## src/rtl/inimigo_formacao_ctrl.sv

```systemverilog
// rtl/inimigo_formacao_ctrl.sv - enemy formation step scheduler
//
// Owns the shared formation origin (form_x, form_y) and the horizontal
// direction for a COLS x ROWS enemy grid. Every step period it scans the
// vivo mask one column per cycle, then makes a one-cycle decision: step,
// descend, wave cleared or invaded.
//
// Optional feature macro: INIMIGO_SPEEDUP_EN
//   defined   : step period = TICK_MIN + alive_count*TICK_PER_ENEMY
//   undefined : step period = TICK_MAX
//
// Ports:
//   CLOCK_50       in   system clock
//   resetInimigo   in   asynchronous active-high reset
//   pausa          in   freeze the step timer (sampled only while waiting)
//   vivo_mask      in   bit r*COLS+c = enemy at row r, column c alive
//   form_x/form_y  out  formation origin (10 bit)
//   sentidoX       out  1 = moving right, 0 = moving left
//   step_pulse     out  one-cycle pulse on a horizontal step
//   descend_pulse  out  one-cycle pulse on a descend
//   alive_count    out  live enemies, latched at the end of each scan
//   wave_cleared   out  sticky, no enemies left
//   invaded        out  sticky, formation reached LIMIT_Y
//   busy           out  high while scanning or deciding
module inimigo_formacao_ctrl #(
    parameter int COLS           = 8,
    parameter int ROWS           = 4,
    parameter int SPACING_X      = 48,
    parameter int SPACING_Y      = 32,
    parameter int ENEMY_W        = 33,
    parameter int ENEMY_H        = 24,
    parameter int STEP_X         = 20,
    parameter int STEP_Y         = 20,
    parameter int SCREEN_W       = 640,
    parameter int LIMIT_Y        = 400,
    parameter int X0             = 40,
    parameter int Y0             = 40,
    parameter int TICK_MIN       = 2500000,
    parameter int TICK_PER_ENEMY = 703125,
    parameter int TICK_MAX       = 25000000
) (
    input  logic                 CLOCK_50,
    input  logic                 resetInimigo,
    input  logic                 pausa,
    input  logic [COLS*ROWS-1:0] vivo_mask,
    output logic [9:0]           form_x,
    output logic [9:0]           form_y,
    output logic                 sentidoX,
    output logic                 step_pulse,
    output logic                 descend_pulse,
    output logic [5:0]           alive_count,
    output logic                 wave_cleared,
    output logic                 invaded,
    output logic                 busy
);

    localparam int CW = (COLS > 1) ? $clog2(COLS) : 1;
    localparam int RW = (ROWS > 1) ? $clog2(ROWS) : 1;

    // Edge arithmetic is carried in 11 bits so origin + offset never wraps.
    localparam logic [10:0] SPX_C  = 11'(SPACING_X);
    localparam logic [10:0] SPY_C  = 11'(SPACING_Y);
    localparam logic [10:0] EW_C   = 11'(ENEMY_W);
    localparam logic [10:0] EH_C   = 11'(ENEMY_H);
    localparam logic [10:0] STX_C  = 11'(STEP_X);
    localparam logic [10:0] SCRW_C = 11'(SCREEN_W);
    localparam logic [10:0] LIMY_C = 11'(LIMIT_Y);

    typedef enum logic [2:0] {
        S_WAIT,
        S_SCAN,
        S_DECIDE,
        S_CLEARED,
        S_INVADED
    } state_t;

    state_t          state_q, state_d;
    logic [24:0]     tick_q, tick_d;
    logic [CW-1:0]   col_q, col_d;
    logic [CW-1:0]   min_col_q, min_col_d;
    logic [CW-1:0]   max_col_q, max_col_d;
    logic            seen_q, seen_d;
    logic [5:0]      cnt_q, cnt_d;
    logic [ROWS-1:0] row_acc_q, row_acc_d;
    logic [9:0]      form_x_q, form_x_d;
    logic [9:0]      form_y_q, form_y_d;
    logic            sentido_q, sentido_d;
    logic [5:0]      alive_q, alive_d;
    logic            cleared_q, cleared_d;
    logic            invaded_q, invaded_d;

    logic [24:0]     period;
    logic [24:0]     period_m1;
    logic [ROWS-1:0] col_bits;
    logic [5:0]      col_pop;
    logic [RW-1:0]   max_row;
    logic [10:0]     left_x;
    logic [10:0]     right_x;
    logic [10:0]     bottom_y;
    logic [9:0]      desc_y;
    logic [9:0]      new_y;
    logic            hit_edge;
    logic            hit_limit;

`ifdef INIMIGO_SPEEDUP_EN
    assign period = 25'(TICK_MIN) + 25'(alive_q) * 25'(TICK_PER_ENEMY);
    logic [24:0] unused_tick_max;
    assign unused_tick_max = 25'(TICK_MAX);
`else
    assign period = 25'(TICK_MAX);
    logic [49:0] unused_tick_speedup;
    assign unused_tick_speedup = {25'(TICK_MIN), 25'(TICK_PER_ENEMY)};
`endif
    assign period_m1 = period - 25'd1;

    // Column c of the mask: one bit per row.
    always_comb begin
        col_bits = '0;
        for (int r = 0; r < ROWS; r++) begin
            col_bits[r] = vivo_mask[r*COLS + int'(col_q)];
        end
    end

    always_comb begin
        col_pop = '0;
        for (int r = 0; r < ROWS; r++) begin
            col_pop = col_pop + 6'(col_bits[r]);
        end
    end

    // Lowest row that still holds a live enemy (highest row index).
    always_comb begin
        max_row = '0;
        for (int r = 0; r < ROWS; r++) begin
            if (row_acc_q[r]) begin
                max_row = RW'(r);
            end
        end
    end

    assign left_x   = {1'b0, form_x_q} + 11'(min_col_q) * SPX_C;
    assign right_x  = {1'b0, form_x_q} + 11'(max_col_q) * SPX_C + EW_C;
    assign hit_edge = sentido_q ? (right_x + STX_C > SCRW_C) : (left_x < STX_C);
    assign desc_y   = form_y_q + 10'(STEP_Y);
    // Invasion is judged on the origin after this decision's descend.
    assign new_y     = hit_edge ? desc_y : form_y_q;
    assign bottom_y  = {1'b0, new_y} + 11'(max_row) * SPY_C + EH_C;
    assign hit_limit = (bottom_y >= LIMY_C);

    always_comb begin
        state_d       = state_q;
        tick_d        = tick_q;
        col_d         = col_q;
        min_col_d     = min_col_q;
        max_col_d     = max_col_q;
        seen_d        = seen_q;
        cnt_d         = cnt_q;
        row_acc_d     = row_acc_q;
        form_x_d      = form_x_q;
        form_y_d      = form_y_q;
        sentido_d     = sentido_q;
        alive_d       = alive_q;
        cleared_d     = cleared_q;
        invaded_d     = invaded_q;
        step_pulse    = 1'b0;
        descend_pulse = 1'b0;

        case (state_q)
            S_WAIT: begin
                if (!pausa) begin
                    // >= guards against the period shrinking below the count.
                    if (tick_q >= period_m1) begin
                        tick_d    = '0;
                        state_d   = S_SCAN;
                        col_d     = '0;
                        min_col_d = '0;
                        max_col_d = '0;
                        seen_d    = 1'b0;
                        cnt_d     = '0;
                        row_acc_d = '0;
                    end else begin
                        tick_d = tick_q + 25'd1;
                    end
                end
            end

            S_SCAN: begin
                if (col_bits != '0) begin
                    if (!seen_q) begin
                        min_col_d = col_q;
                    end
                    max_col_d = col_q;
                    seen_d    = 1'b1;
                end
                cnt_d     = cnt_q + col_pop;
                row_acc_d = row_acc_q | col_bits;
                if (col_q == CW'(COLS - 1)) begin
                    state_d = S_DECIDE;
                end else begin
                    col_d = col_q + 1'b1;
                end
            end

            S_DECIDE: begin
                alive_d = cnt_q;
                if (cnt_q == '0) begin
                    cleared_d = 1'b1;
                    state_d   = S_CLEARED;
                end else begin
                    if (hit_edge) begin
                        form_y_d      = desc_y;
                        sentido_d     = ~sentido_q;
                        descend_pulse = 1'b1;
                    end else begin
                        step_pulse = 1'b1;
                        form_x_d   = sentido_q ? form_x_q + 10'(STEP_X)
                                               : form_x_q - 10'(STEP_X);
                    end
                    if (hit_limit) begin
                        invaded_d = 1'b1;
                        state_d   = S_INVADED;
                    end else begin
                        state_d = S_WAIT;
                    end
                end
            end

            S_CLEARED, S_INVADED: begin
            end

            default: begin
                state_d = S_WAIT;
            end
        endcase
    end

    always_ff @(posedge CLOCK_50 or posedge resetInimigo) begin
        if (resetInimigo) begin
            state_q   <= S_WAIT;
            tick_q    <= '0;
            col_q     <= '0;
            min_col_q <= '0;
            max_col_q <= '0;
            seen_q    <= 1'b0;
            cnt_q     <= '0;
            row_acc_q <= '0;
            form_x_q  <= 10'(X0);
            form_y_q  <= 10'(Y0);
            sentido_q <= 1'b0;
            alive_q   <= 6'(COLS * ROWS);
            cleared_q <= 1'b0;
            invaded_q <= 1'b0;
        end else begin
            state_q   <= state_d;
            tick_q    <= tick_d;
            col_q     <= col_d;
            min_col_q <= min_col_d;
            max_col_q <= max_col_d;
            seen_q    <= seen_d;
            cnt_q     <= cnt_d;
            row_acc_q <= row_acc_d;
            form_x_q  <= form_x_d;
            form_y_q  <= form_y_d;
            sentido_q <= sentido_d;
            alive_q   <= alive_d;
            cleared_q <= cleared_d;
            invaded_q <= invaded_d;
        end
    end

    assign form_x       = form_x_q;
    assign form_y       = form_y_q;
    assign sentidoX     = sentido_q;
    assign alive_count  = alive_q;
    assign wave_cleared = cleared_q;
    assign invaded      = invaded_q;
    assign busy         = (state_q == S_SCAN) || (state_q == S_DECIDE);

endmodule

```

## config.mk

```make
export PLATFORM = sky130hd
export DESIGN_NAME = inimigo_formacao_ctrl
export DESIGN_NICKNAME = d
export VERILOG_FILES = /design/src/rtl/inimigo_formacao_ctrl.sv
export SDC_FILE = /design/constraint.sdc
export NUM_CORES = 1
export LEC_CHECK = 0
export CORE_MARGIN = 4
export CORE_UTILIZATION = 40
export CTS_CLUSTER_SIZE = 25
export DETAILED_ROUTE_END_ITERATION = 8
export PLACE_DENSITY = 0.73
export SLEW_MARGIN = 20
export SYNTH_ARGS = -nofsm -noshare
export SYNTH_HDL_FRONTEND = slang
export SYNTH_SLANG_ARGS = --single-unit
```

## constraint.sdc

```tcl
create_clock -name CLOCK_50 -period 6.7 [get_ports CLOCK_50]
set_input_delay 2.01 -clock CLOCK_50 [delete_from_list [all_inputs] [get_ports CLOCK_50]]
set_output_delay 2.01 -clock CLOCK_50 [all_outputs]
set_load 0.005 [all_outputs]
```

==> results.py <==
metrics = {
    "status": {
        "status": "completed",
    },
    "logic_synthesis": {
        "synth_edf_count": 0,
        "syn_inst": 487,
        "synthFlopType": "dfrtp_1",
        "synth_area_um2": 4825,
        "yosysSeqAreaShare_pct": 37.47,
        "avgSynthCellArea_um2": 9.907,
        "synth.most_common_cell": "dfrtp_1",
        "synth_top_area_share_pct": 34.75,
        "synth_seq_cells": 72,
        "yosysTopAreaCell": "dfrtp_1",
        "ys_warn_count": 0,
        "async_flop_share_pct": 100.0,
        "synthTopCellsByArea": "dfrtp_1 (35%), ha_1 (9.1%), xor2_1 (6.0%)",
        "synth_cell_types": 66,
        "synthTopCellsByCount": "dfrtp_1 (67), nor2_1 (59), nand2_1 (50), ha_1 (35), xor2_1 (33)",
    },
    "power": {
        "p_int_uw": 820.6,
        "irDropWorstVdd_mv": 0.1609,
        "p_leak_uw": 0.002680,
        "clock_power_share_pct": 48.6,
        "total_power_uw": 1069,
        "seqPwrFrac_pct": 44.0,
        "pwr-share-comb_pct": 7.4,
        "power.net_switching_uw": 248.1,
        "power_per_cell_area_nw_per_um2": 182.5,
        "p_sw_share_pct": 23.22,
    },
    "setup_path": {
        "slowest_delay_ps": 520,
        "reg2reg_slack_ps": 1840,
        "endpoint_kind": "output port",
        "crit_path_frequent_cell": "ha_1",
        "crit_arrival_ps": 4110,
        "startpoint_type": "flip-flop",
        "critPathKind": "reg -> out",
        "crit_fanout": 13,
        "critPathSlowestCell": "clkdlybuf4s50_1",
        "r2r_cells": 20,
        "path_cells": "ha_1 -> fa_1 -> xor2_1 -> ha_1 -> ha_1 -> a21oi_1 -> nor2b_1 -> a311oi_4 -> a21o_2 -> nand2_1 -> inv_1 -> clkdlybuf4s50_1",
        "crit_end": "step_pulse",
        "timing.rr.end": "state_q[2]",
        "worstReg2RegStart": "max_col_q[1]",
        "critPathRequiredTime_ps": 4690,
        "cp-startpoint": "max_col_q[1]",
    },
    "clocking": {
        "worstSkewPairLatency_ps": 340,
        "cts_htree_levels": 3,
        "cts_buffers": 9,
        "cts-root-buf": "clkbuf_16",
        "cts_setup_buffers": 0,
        "cts_resized": 0,
        "cts_hold_buf": 0,
        "cts_tree": "yes",
        "clkTransAtPathRegs_ps": 60,
        "cts.sinks": 72,
        "clockBufferDepth": 2,
    },
    "detailed_routing": {
        "wl_per_cell_um": 15.24,
        "via_per_inst": 5.353,
        "drtIter0Drc": 207,
        "vias": 3731,
        "dr.pass1.iters": 5,
        "wl_um": 10620,
        "antenna_left": 0,
        "drc": 0,
    },
    "timing": {
        "whs_ps": 472.3,
        "final_max_slew_viol_count": 0,
        "finalClockSkew_ps": 8.367,
        "hold_viol_final": 0,
        "grt_setup_unrepaired": "no",
        "fin_setup_tns_ps": 0,
        "finalCritPeriodShare_pct": 91.36,
        "timing.fmax_ghz": 0.1634,
        "tightestPinTransition_ps": 956.8,
        "fin_crit_ps": 6121,
        "slew_headroom_pct": 35.63,
        "finalSetupViolCount": 0,
    },
    "floorplanning": {
        "die_h_um": 117.8,
        "rows": 39,
        "io_pins": 67,
        "coreArea_um2": 11610,
        "start_util_pct": 41.54,
        "die_x_um": 117.8,
        "die_area_um2": 13880,
    },
    "place": {
        "globalplace.congestion": 0.8493,
        "hpwl_um": 7969,
        "numPortBuffers": 62,
    },
    "global_route": {
        "grt_pass1_vias": 3847,
        "grt_first_pass_wirelength_um": 18570,
        "grt_overflow": 0,
        "antenna_found_initial": 0,
        "grt_max_degree": 73,
        "track_usage_pct": 16.12,
    },
    "layout": {
        "drive_gt1_share_pct": 10.11,
        "final.fill_count": 1057,
        "final_nets": 626,
        "syn_to_final_growth_pct": 21.37,
        "n_antenna_cell": 0,
    },
    "worst_hold_path": {
        "hold_class": "reg -> reg",
    },
    "run": {
        "drv_cap": 0,
    },
}
==> worst max-delay path, delay by kind of cell (launching register included) <==
kind	cells	cell delay, ps
compound gates	3	950
xor+xnor	1	190
flops	1	430
fa+ha+maj	4	1130
simple gates	2	360
buf+inv	2	710
==> stage by stage <==
stage | util, % | cell area, um2 | std cells | setup slack, ps
floorplan | - | 4836 | 490 | 1784
global placement | 47.65 | 5534 | 681 | 1114
detailed placement | 47.65 | 5534 | 681 | 939.6
CTS | 50.42 | 5856 | 697 | 544.9
global route | 50.42 | 5856 | 697 | 362.9
finish | 50.42 | 5856 | 697 | 578.9
==> layout by cell type, fill, tap and decap left out, drive strengths merged, types with 3 or more instances in the layout <==
cell,n
a21o,7
a21oi,14
and2,4
and3,6
clkbuf,10
clkdlybuf4s50,62
conb,4
dfrtp,67
dfstp,5
fa,7
ha,35
inv,30
mux2,7
mux2i,8
mux4,8
nand2,50
nand2b,8
nand3,11
nand3b,5
nand4,7
nor2,59
nor2b,3
nor3,8
nor4,3
o211a,3
o21ai,25
o21bai,3
o31ai,4
or2,4
xnor2,16
xor2,33
==> area by class of cell <==
class	count	area [um2]	area share [%]
sequential	72	1808	30.88
tap	143	178.9	3.056
inverter	29	108.9	1.859
clock inverter	6	92.59	1.581
multi-input combinational	374	2810	47.99
timing repair buffer	63	628.1	10.73
clock buffer	10	229.0	3.910
==> routing by layer <==
| layer | vias to the layer above | GRT usage, % | part of all wire (%) | routed length (um) |
|---|---|---|---|---|
| met2 | 90 | 26.77 | 48 | 5116 |
| met4 | 0 | 4.982 | 2.0 | 215 |
| met1 | 1804 | 20.18 | 44 | 4670 |
| met5 | - | 0 | 0 | 0 |
| met3 | 21 | 4.901 | 5.8 | 615 |
| li1 | 1816 | - | - | - |
==> power groups by stage <==
stage	Clock (uW)	Sequential, uW	Combinational (uW)
final	519	470	78.7
after CTS	528	470	79.9
after floorplan	0	474	50.7
after detailed placement	0	477	80.1
after global placement	0	477	76.3
after global routing	550	474	89.1
==> logic make-up (layout without fill, tap and decap cells) <==
kind of cell    after synthesis  in the layout  synth area share (%)
compound gates               82             82                 12.94
xor+xnor                     49             49                 8.895
simple gates                174            174                 17.09
other cells                   1              4               0.07773
fa+ha+maj                    42             42                 11.98
flops                        72             72                 37.47
buf+inv                      44            108                 4.512
mux                          23             23                 7.028
==> state kept, by name (all words and copies together) (netlist names), 6 cells and up <==
name,cells
form_y,8
form_x,8
tick_q,25
alive_count,6
cnt_q,6
==> how the worst min path moves through the flow <==
stage                            start      endpoint  slack [ps]  cells past startpoint
final                     wave_cleared  wave_cleared         470                      1
after global routing      wave_cleared  wave_cleared         500                      1
after CTS                 wave_cleared  wave_cleared         470                      1
after detailed placement  wave_cleared  wave_cleared         460                      1
after global placement    wave_cleared  wave_cleared         460                      1
after floorplan                invaded       invaded         460                      1
(Power assumes the default switching activity.)
